### src/rtl/perceptron_cmd_ctrl.sv
// Byte-command controller for a two-input perceptron: decodes UART opcodes,
// stages/commits weight and input pairs, and streams responses to the UART.
module perceptron_cmd_ctrl #(
    parameter int FP_WIDTH       = 16,
    parameter int TIMEOUT_CYCLES = 120000
) (
    input  logic                clk,
    input  logic                rst,
    input  logic                rx_valid,
    input  logic [7:0]          rx_data,
    input  logic                tx_busy,
    output logic                tx_start,
    output logic [7:0]          tx_data,
    input  logic [FP_WIDTH-1:0] result,
    output logic [FP_WIDTH-1:0] weight1,
    output logic [FP_WIDTH-1:0] weight2,
    output logic [FP_WIDTH-1:0] input1,
    output logic [FP_WIDTH-1:0] input2,
    output logic                busy
);

    localparam int TW = $clog2(TIMEOUT_CYCLES + 1);
    localparam logic [TW-1:0] TO_LIMIT = TW'(TIMEOUT_CYCLES);

    localparam logic [7:0] OP_READ  = 8'd5;
    localparam logic [7:0] OP_WR_W  = 8'd50;
    localparam logic [7:0] OP_WR_IN = 8'd51;
    localparam logic [7:0] RSP_READ = 8'd100;
    localparam logic [7:0] RSP_OK   = 8'd101;
    localparam logic [7:0] RSP_ERR  = 8'd102;

    typedef enum logic [2:0] {
        S_IDLE,
        S_RX_PAYLOAD,
        S_COMMIT,
        S_TX_LOAD,
        S_TX_WAIT_HI,
        S_TX_WAIT_LO
    } state_t;

    state_t                    state_q, state_d;
    logic                      tgt_q, tgt_d;
    logic [2:0]                cnt_q, cnt_d;
    logic [2:0]                len_q, len_d;
    logic [TW-1:0]             to_q, to_d;
    logic [2*FP_WIDTH-1:0]     stage_q, stage_d;
    logic [7:0][7:0]           buf_q, buf_d;
    logic [FP_WIDTH-1:0]       w1_q, w1_d, w2_q, w2_d;
    logic [FP_WIDTH-1:0]       in1_q, in1_d, in2_q, in2_d;

    always_ff @(posedge clk or posedge rst) begin
        if (rst) begin
            state_q <= S_IDLE;
            tgt_q   <= 1'b0;
            cnt_q   <= '0;
            len_q   <= '0;
            to_q    <= '0;
            stage_q <= '0;
            buf_q   <= '0;
            w1_q    <= '0;
            w2_q    <= '0;
            in1_q   <= '0;
            in2_q   <= '0;
        end else begin
            state_q <= state_d;
            tgt_q   <= tgt_d;
            cnt_q   <= cnt_d;
            len_q   <= len_d;
            to_q    <= to_d;
            stage_q <= stage_d;
            buf_q   <= buf_d;
            w1_q    <= w1_d;
            w2_q    <= w2_d;
            in1_q   <= in1_d;
            in2_q   <= in2_d;
        end
    end

    always_comb begin
        state_d = state_q;
        tgt_d   = tgt_q;
        cnt_d   = cnt_q;
        len_d   = len_q;
        to_d    = to_q;
        stage_d = stage_q;
        buf_d   = buf_q;
        w1_d    = w1_q;
        w2_d    = w2_q;
        in1_d   = in1_q;
        in2_d   = in2_q;

        unique case (state_q)
            S_IDLE: begin
                if (rx_valid) begin
                    cnt_d = '0;
                    unique case (rx_data)
                        OP_READ: begin
                            buf_d[0] = RSP_READ;
                            buf_d[1] = w1_q[15:8];
                            buf_d[2] = w1_q[7:0];
                            buf_d[3] = w2_q[15:8];
                            buf_d[4] = w2_q[7:0];
                            buf_d[5] = result[15:8];
                            buf_d[6] = result[7:0];
                            len_d    = 3'd7;
                            state_d  = S_TX_LOAD;
                        end
                        OP_WR_W, OP_WR_IN: begin
                            tgt_d   = (rx_data == OP_WR_IN);
                            to_d    = '0;
                            state_d = S_RX_PAYLOAD;
                        end
                        default: begin
                            buf_d[0] = RSP_ERR;
                            len_d    = 3'd1;
                            state_d  = S_TX_LOAD;
                        end
                    endcase
                end
            end
            S_RX_PAYLOAD: begin
                // A byte landing on the expiry cycle still counts.
                if (rx_valid) begin
                    to_d    = '0;
                    stage_d = {stage_q[2*FP_WIDTH-9:0], rx_data};
                    if (cnt_q == 3'd3) begin
                        cnt_d   = '0;
                        state_d = S_COMMIT;
                    end else begin
                        cnt_d = cnt_q + 3'd1;
                    end
                end else if (to_q >= TO_LIMIT) begin
                    stage_d  = '0;
                    cnt_d    = '0;
                    buf_d[0] = RSP_ERR;
                    len_d    = 3'd1;
                    state_d  = S_TX_LOAD;
                end else begin
                    to_d = to_q + TW'(1);
                end
            end
            S_COMMIT: begin
                if (tgt_q) begin
                    in1_d = stage_q[2*FP_WIDTH-1:FP_WIDTH];
                    in2_d = stage_q[FP_WIDTH-1:0];
                end else begin
                    w1_d = stage_q[2*FP_WIDTH-1:FP_WIDTH];
                    w2_d = stage_q[FP_WIDTH-1:0];
                end
                buf_d[0] = RSP_OK;
                len_d    = 3'd1;
                cnt_d    = '0;
                state_d  = S_TX_LOAD;
            end
            S_TX_LOAD: begin
                state_d = S_TX_WAIT_HI;
            end
            S_TX_WAIT_HI: begin
                if (tx_busy) state_d = S_TX_WAIT_LO;
            end
            S_TX_WAIT_LO: begin
                if (!tx_busy) begin
                    if (cnt_q + 3'd1 < len_q) begin
                        cnt_d   = cnt_q + 3'd1;
                        state_d = S_TX_LOAD;
                    end else begin
                        cnt_d   = '0;
                        state_d = S_IDLE;
                    end
                end
            end
            default: state_d = S_IDLE;
        endcase
    end

    assign tx_start = (state_q == S_TX_LOAD) || (state_q == S_TX_WAIT_HI);
    assign tx_data  = buf_q[cnt_q];
    assign busy     = (state_q != S_IDLE);
    assign weight1  = w1_q;
    assign weight2  = w2_q;
    assign input1   = in1_q;
    assign input2   = in2_q;

endmodule
### config.mk
export PLATFORM = sky130hd
export DESIGN_NAME = perceptron_cmd_ctrl
export DESIGN_NICKNAME = d
export VERILOG_FILES = /design/src/rtl/perceptron_cmd_ctrl.sv
export SDC_FILE = /design/constraint.sdc
export NUM_CORES = 1
export LEC_CHECK = 0
export BUFFER_PORTS_ARGS = -buffer_cell sky130_fd_sc_hd__buf_2
export CAP_MARGIN = 20
export CORE_MARGIN = 2
export CORE_UTILIZATION = 57
export DETAILED_ROUTE_END_ITERATION = 10
export PLACE_DENSITY = 0.78
export SLEW_MARGIN = 20
export SYNTH_ARGS = -nofsm -noshare
export SYNTH_HDL_FRONTEND = slang
export SYNTH_SLANG_ARGS = --single-unit
### constraint.sdc
create_clock -name clk -period 5.8 [get_ports clk]
set_clock_uncertainty 0.2 [all_clocks]
set_input_delay 0.29 -clock clk [delete_from_list [all_inputs] [get_ports clk]]
set_output_delay 0.29 -clock clk [all_outputs]
set_load 0.05 [all_outputs]
==> impl_metrics.ini, run 1 <==
[worst_setup_path]
critical-path-top-delay-family = flip-flops
crit_fanout = 21
worstRegToRegCells = 7
critPathLaunchType = flip-flop
critPathMostFrequentCell = a22oi_1
critPathArrivalTime_ns = 2.60
r2r_setup_slack_ns = 2.92
path_depth = 4
path_buf_inv = 1
critPathKind = reg2out
worstPathRequired_ns = 5.31
cpPeakStageDelay_ns = 0.98
critPathSlowestCell = dfrtp_1
r2r-start = cnt_q[1]
cp_cell_sequence = nor2b_1, a22oi_1, a22oi_1, buf_2
end_kind = output port
regToRegEndpoint = cnt_q[1]

[pwr]
power.internal_mw = 2.69
vdd_drop_max_v = 0.000294
power_density_mw_per_mm2 = 502
power_leakage_nw = 4.41
p_total_mw = 4.52
p_seq_frac = 0.398
p_clk_frac = 0.267
comb_power_share = 0.335
switching_power_mw = 1.83
netSwitchingFraction = 0.405

[logic_synthesis]
yosysTopAreaCellShare = 0.575
synthCells = 576
avgSynthCellArea_um2 = 13.0
synth_fp_nets = 611
async_flop_share = 1.00
yosysUniqueCellTypes = 52
synth_area_leaders = dfrtp_1 58%, mux2_2 17%, a22o_1 3.9%
synth_seq_area_share = 0.575
syn_area_mm2 = 0.00748
yosysWarnings = 0
synth_edf_count = 0
synth_top_cell_by_area = dfrtp_1
synth-seq-cells = 172
synth-main-ff-cell = dfrtp_1

[drt]
dr.pass1.iters = 4
route.detailed.drc = 0
via_per_inst = 5.94
drtAntennaViolNets = 0
wl_per_cell_um = 19.9
drtIter0Drc = 365
vias = 5230
wl_mm = 17.5

[die]
dieArea_mm2 = 0.0141
dieWidth_um = 119
die_h_um = 119
start_util = 0.588
ioPinCount = 102
rows = 41
core-area_mm2 = 0.0127

[global_route]
grt_pass1_vias = 5308
overflow = 0
antenna_found_initial = 0
grt_max_degree = 114
globalRouteTotalUtil = 0.257
grt_first_pass_wirelength_mm = 28.2

[clock_tree]
numCtsBuffers = 17
cts_resized = 0
clock_path_buffers = 2
cts_num_sinks = 172
cts_tree = built
clk-insertion-delay-late_ns = 0.43
h-tree-depth = 4
clk_pin_slew_worst_paths_ns = 0.06
cts_root_buffer = clkbuf_16

[worst_hold_path]
min_from = rx_valid
hold_class = in2reg
min_to = to_q[15]
hold_depth = 4

[timing]
finalHoldViolations = 0
layout_min_cycle_time_ns = 3.09
slew_viol_final = 0
finalSetupViolCount = 0
maxSlewHeadroom = 0.289
finalCritPeriodShare = 0.534
fin_tns_setup_ns = 0
worstMarginPinSlew_ns = 1.07
rsz0062_at_grt = false
max_freq_mhz = 323

[flow_run]
drv_cap = 0

[placed_design]
gp_congestion = 0.905
hpwl_mm = 11.5
port_buffers = 101

[layout]
drive_gt1_frac = 0.369
mostFrequentLayoutCells = 172 x dfrtp_1, 112 x mux2_2, 101 x buf_2, 33 x a22o_1
nFillCells = 893
nNetsFinal = 730
final_common_cell = dfrtp_1
syn_to_final_growth_pct = 20.2
fin_util = 0.707
num_antenna_cells = 0

[outcome]
status = finished, final reports clean
flip-flops by register name, indices dropped and copies added (netlist names):
signal   flops
stage_q     32
weight1     16
to_q        17
input2      16
len_q        2
input1      16
tgt_q        1
buf_q       50
weight2     16
state_q      3
cnt_q        3
how the worst max path moves through the flow:
stage | from | slack, ns | to
floorplan | rst | 0.65 | buf_q[0]
CTS | cnt_q[1] | 2.71 | tx_data[2]
global route | cnt_q[0] | 2.55 | tx_data[5]
global placement | rx_data[3] | 3.04 | buf_q[44]
detailed placement | cnt_q[1] | 2.94 | cnt_q[1]
finish | cnt_q[1] | 2.71 | tx_data[5]
metal layers:
layer  track usage  routed length [um]  vias to the layer above
met4        0.0878                 299                        0
met1         0.338                7220                     2656
li1              -                   -                     2367
met5             0                   0                        -
met3        0.0545                1050                       22
met2         0.425                8910                      185
logic make-up (layout without fill, tap and decap cells):
group | count (synthesis) | in the layout | synth area share
buffers and inverters | 47 | 179 | 0.0308
multiplexers | 137 | 137 | 0.208
AO/OA/AOI/OAI | 111 | 111 | 0.107
AND/OR/NAND/NOR | 102 | 102 | 0.0676
flip-flops | 172 | 172 | 0.575
adder cells (fa/ha/maj) | 7 | 7 | 0.0117
power by group through the flow:
stage	clock network (mW)	registers [mW]	logic, mW
floorplan	0	2.09	0.780
finish	1.21	1.80	1.51
global placement	0	1.80	1.45
global route	1.28	1.83	1.60
detailed placement	0	1.81	1.49
CTS	1.22	1.79	1.51
what timing repair did:
| action | 4_1_cts | 5_1_grt |
|---|---|---|
| buffers inserted | 0 | 0 |
| endpoints found under the hold margin | 138 | 0 |
| hold buffers | 26 | 0 |
area by class of cell:
type | count | area (um^2) | area share
sequential | 172 | 4300 | 0.479
multi-input combinational | 357 | 2950 | 0.328
timing repair buffer | 133 | 831 | 0.0924
clock buffer | 18 | 439 | 0.0488
tap | 172 | 215 | 0.0239
clock inverter | 14 | 194 | 0.0216
inverter | 14 | 57.6 | 0.00640
worst register-to-register path, cell delays in order, from the launching register on:
cell and delay, ns:
dfrtp_1 0.98, ha_1 0.40, ha_1 0.28, a21boi_0 0.15, o21ai_0 0.14, a22oi_1 0.25, nor2b_1 0.10, mux2_2 0.27
stage by stage:
step | hold slack (ns) | setup WS (ns) | instance area, um^2 | std cells
4_1_cts | 0.180 | 2.71 | 8960 | 879
6_report | 0.208 | 2.71 | 8990 | 880
5_1_grt | 0.247 | 2.55 | 8990 | 880
3_5_place_dp | 0.283 | 2.94 | 8070 | 821
2_1_floorplan | 0.223 | 0.650 | 7480 | 576
3_3_place_gp | 0.268 | 3.04 | 8070 | 821
cells in the mapped netlist, types with 8 or more instances:
master      n
o21ai_0    17
mux2i_1    10
mux2_1     13
inv_1      14
nand2_1    24
buf_2      10
mux2_2    112
o31ai_1    10
nor2_1     28
nand3_1     8
a21oi_1    16
a31oi_1     8
nor3_1     10
dfrtp_1   172
a22o_1     33
clkbuf_1   14
Power figures use the tool's default switching activity.
==> run 2, diff against run 1 <==
--- a/config.mk
+++ b/config.mk
@@ -5,12 +5,13 @@
 export SDC_FILE = /design/constraint.sdc
 export NUM_CORES = 1
 export LEC_CHECK = 0
+export ABC_AREA = 1
 export BUFFER_PORTS_ARGS = -buffer_cell sky130_fd_sc_hd__buf_2
 export CAP_MARGIN = 20
 export CORE_MARGIN = 2
-export CORE_UTILIZATION = 57
+export CORE_UTILIZATION = 52
 export DETAILED_ROUTE_END_ITERATION = 10
-export PLACE_DENSITY = 0.78
+export PLACE_DENSITY = 0.75
 export SLEW_MARGIN = 20
 export SYNTH_ARGS = -nofsm -noshare
 export SYNTH_HDL_FRONTEND = slang
==> constraint.sdc (replaced) <==
create_clock -name clk -period 2.8 [get_ports clk]
set_clock_uncertainty 0.2 [all_clocks]
set_input_delay 0.14 -clock clk [delete_from_list [all_inputs] [get_ports clk]]
set_output_delay 0.14 -clock clk [all_outputs]
set_load 0.05 [all_outputs]
==> run 2 against run 1 <==
Against the previous run: flip-flop and latch count unchanged; combinational power increased by 140%; worst hold slack improved by 0.016 ns; highest routed layer unchanged; worst setup slack got worse by 2.5 ns; non-clock buffer count increased by 1; routed wire length increased by 7.6%; critical path type unchanged; sequential power increased by 97%; cell area increased by 2.3%.
==> impl_metrics.ini, run 2 <==
[placed_design]
pre_cts_ws_ns = 0.464
gp_congestion = 0.909
port_buffers = 101
hpwl_mm = 12.4
placedInstanceArea_mm2 = 0.00834

[logic_synthesis]
synth_area_leaders = dfrtp_1 56%, nand2_1 14%, o21ai_1 7.1%
synth_top_cell_by_area = dfrtp_1
syn_area_mm2 = 0.00769
avgSynthCellArea_um2 = 8.26
synth_seq_area_share = 0.560
synth_fp_nets = 966
synth-seq-cells = 172
yosysTopAreaCellShare = 0.560
yosysWarnings = 0
synth_edf_count = 0
synth-main-ff-cell = dfrtp_1
synth_common_cells = 278 x nand2_1, 172 x dfrtp_1, 111 x inv_1
synth_most_common_cell = nand2_1
async_flop_share = 1.00
synthCells = 931
yosysUniqueCellTypes = 39

[timing]
finalCritPeriodShare = 0.922
max_freq_mhz = 388
slew_viol_final = 0
worstMarginPinSlew_ns = 1.03
fin_tns_setup_ns = 0
finalHoldViolations = 0
finalSetupViolCount = 0
rsz0062_at_grt = false
timing.final.ws_setup_ns = 0.219
layout_min_cycle_time_ns = 2.58
maxSlewHeadroom = 0.310

[layout]
largest_reg_flops = 50
nNetsFinal = 1080
num_antenna_cells = 0
regMostFlops = buf_q
final_common_cell = nand2_1
mostFrequentLayoutCells = 278 x nand2_1, 172 x dfrtp_1, 109 x inv_1, 109 x o21ai_1, 101 x buf_2
nFillCells = 1235
drive_gt1_frac = 0.150
largestRegisters = buf_q x50, stage_q x32, to_q x17
syn_to_final_growth_pct = 19.6
postLayoutCellArea_mm2 = 0.00920

[drt]
drtIter0Drc = 683
wl_per_cell_um = 15.2
wl_mm = 18.8
drtAntennaViolNets = 0
vias = 6461
route.detailed.drc = 0
dr.pass1.iters = 6
via_per_inst = 5.21

[worst_setup_path]
cp_cell_sequence = inv_1, nand2_1, inv_1, nand2_1, a32oi_1, buf_2
path_buf_inv = 3
worstRegToRegCells = 11
crit_fanout = 12
critPathKind = reg2out
critPathSlowestCell = dfrtp_1
cpPeakStageDelay_ns = 0.50
critPathLaunchType = flip-flop
path_depth = 6
end_kind = output port
worstPathRequired_ns = 2.46
critPathArrivalTime_ns = 2.24
critical-path-top-delay-family = buffers and inverters

[outcome]
status = finished, final reports clean

[global_route]
overflow = 0
antenna_found_initial = 0
globalRouteTotalUtil = 0.250
grt_pass1_vias = 6094
grt_max_degree = 173
grt_first_pass_wirelength_mm = 31.2

[die]
die_h_um = 126
ioPinCount = 102
dieArea_mm2 = 0.0158
dieWidth_um = 126
core-area_mm2 = 0.0145
start_util = 0.531
rows = 44

[worst_hold_path]
hold_class = in2async

[clock_tree]
numCtsBuffers = 17
clk_pin_slew_worst_paths_ns = 0.06
cts_num_sinks = 172
cts_setup_buffers = 0
cts_tree = built
h-tree-depth = 4
clk-insertion-delay-late_ns = 0.43
cts_root_buffer = clkbuf_16
clock_path_buffers = 2

[pwr]
power_density_mw_per_mm2 = 1040
vdd_drop_max_v = 0.000612
p_total_mw = 9.54
power_leakage_nw = 4.62

[flow_run]
drv_cap = 0
run 2: cell types whose count changed after synthesis, moves of 10 or more:
cell | before | now
a22o_1 | 33 | 0
o21ai_0 | 17 | 52
mux2_1 | 13 | 0
nand3_1 | 8 | 34
nand2_1 | 24 | 278
mux2_2 | 112 | 0
nor2_1 | 28 | 57
o21ai_1 | 0 | 109
inv_1 | 14 | 111
o31ai_1 | 10 | 0
mux2i_1 | 10 | 0
run 2: path summary, 6_finish.rpt:
path	startpoint	endpoint	slack, ns
worst min register to register	stage_q[7]	stage_q[7]	0.28
worst max register to register	cnt_q[1]	cnt_q[2]	0.40
min in group clk	rx_data[6]	stage_q[6]	0.26
max in group asynchronous	rst	buf_q[25]	1.32
worst max-delay path	cnt_q[1]	tx_data[1]	0.22
worst min-delay path	rst	input1[14]	0.22
run 2: report_power, final:
group	total [mW]	switching (mW)	leakage [nW]	internal (mW)
registers	3.54	0.480	2.32	3.06
clock network	2.37	0.972	0.281	1.40
logic	3.62	2.78	2.02	0.844
run 2: metal layers:
layer  GRT usage  vias up  routed length (um)
met5           0        -                   0
met1       0.371     3063                8980
li1            -     3190                   -
met4      0.0758        0                 352
met2       0.369      187                8520
met3      0.0565       21                 959
run 2: final cells by class:
cell class	count	area, um^2	share of cell area
well taps	184	230	0.0250
clock buffers	20	437	0.0475
flip-flops and latches	172	4300	0.468
clock inverters	10	143	0.0155
inverters	119	454	0.0494
repair buffers	134	846	0.0920
multi-input cells	601	2780	0.303
run 2: cells by family (layout without fill, tap and decap cells):
logic type,Yosys count,count (layout),synth area share
buffers and inverters,158,283,0.0805
flip-flops,172,172,0.560
XOR/XNOR,5,5,0.00569
AND/OR/NAND/NOR,402,402,0.217
AO/OA/AOI/OAI,187,187,0.125
adder cells (fa/ha/maj),7,7,0.0114
run 2: repair_timing:
item | 4_1_cts | 5_1_grt
hold buffers | 27 | 0
endpoints found under the setup margin | 0 | 8
hold endpoints to repair | 201 | 0
resized for setup | 0 | 1
run 2: per-stage QoR:
stage,util,hold WS [ns],cells
after floorplan,-,0.0566,931
after global placement,0.576,0.168,1183
after detailed placement,0.576,0.168,1183
after CTS,0.635,0.250,1240
after global routing,0.635,0.286,1240
final,0.635,0.225,1240
run 2: tightest hold or removal path: cells and delay by family:
kind	cells	cell delay (ns)
buffers and inverters	4	1.24
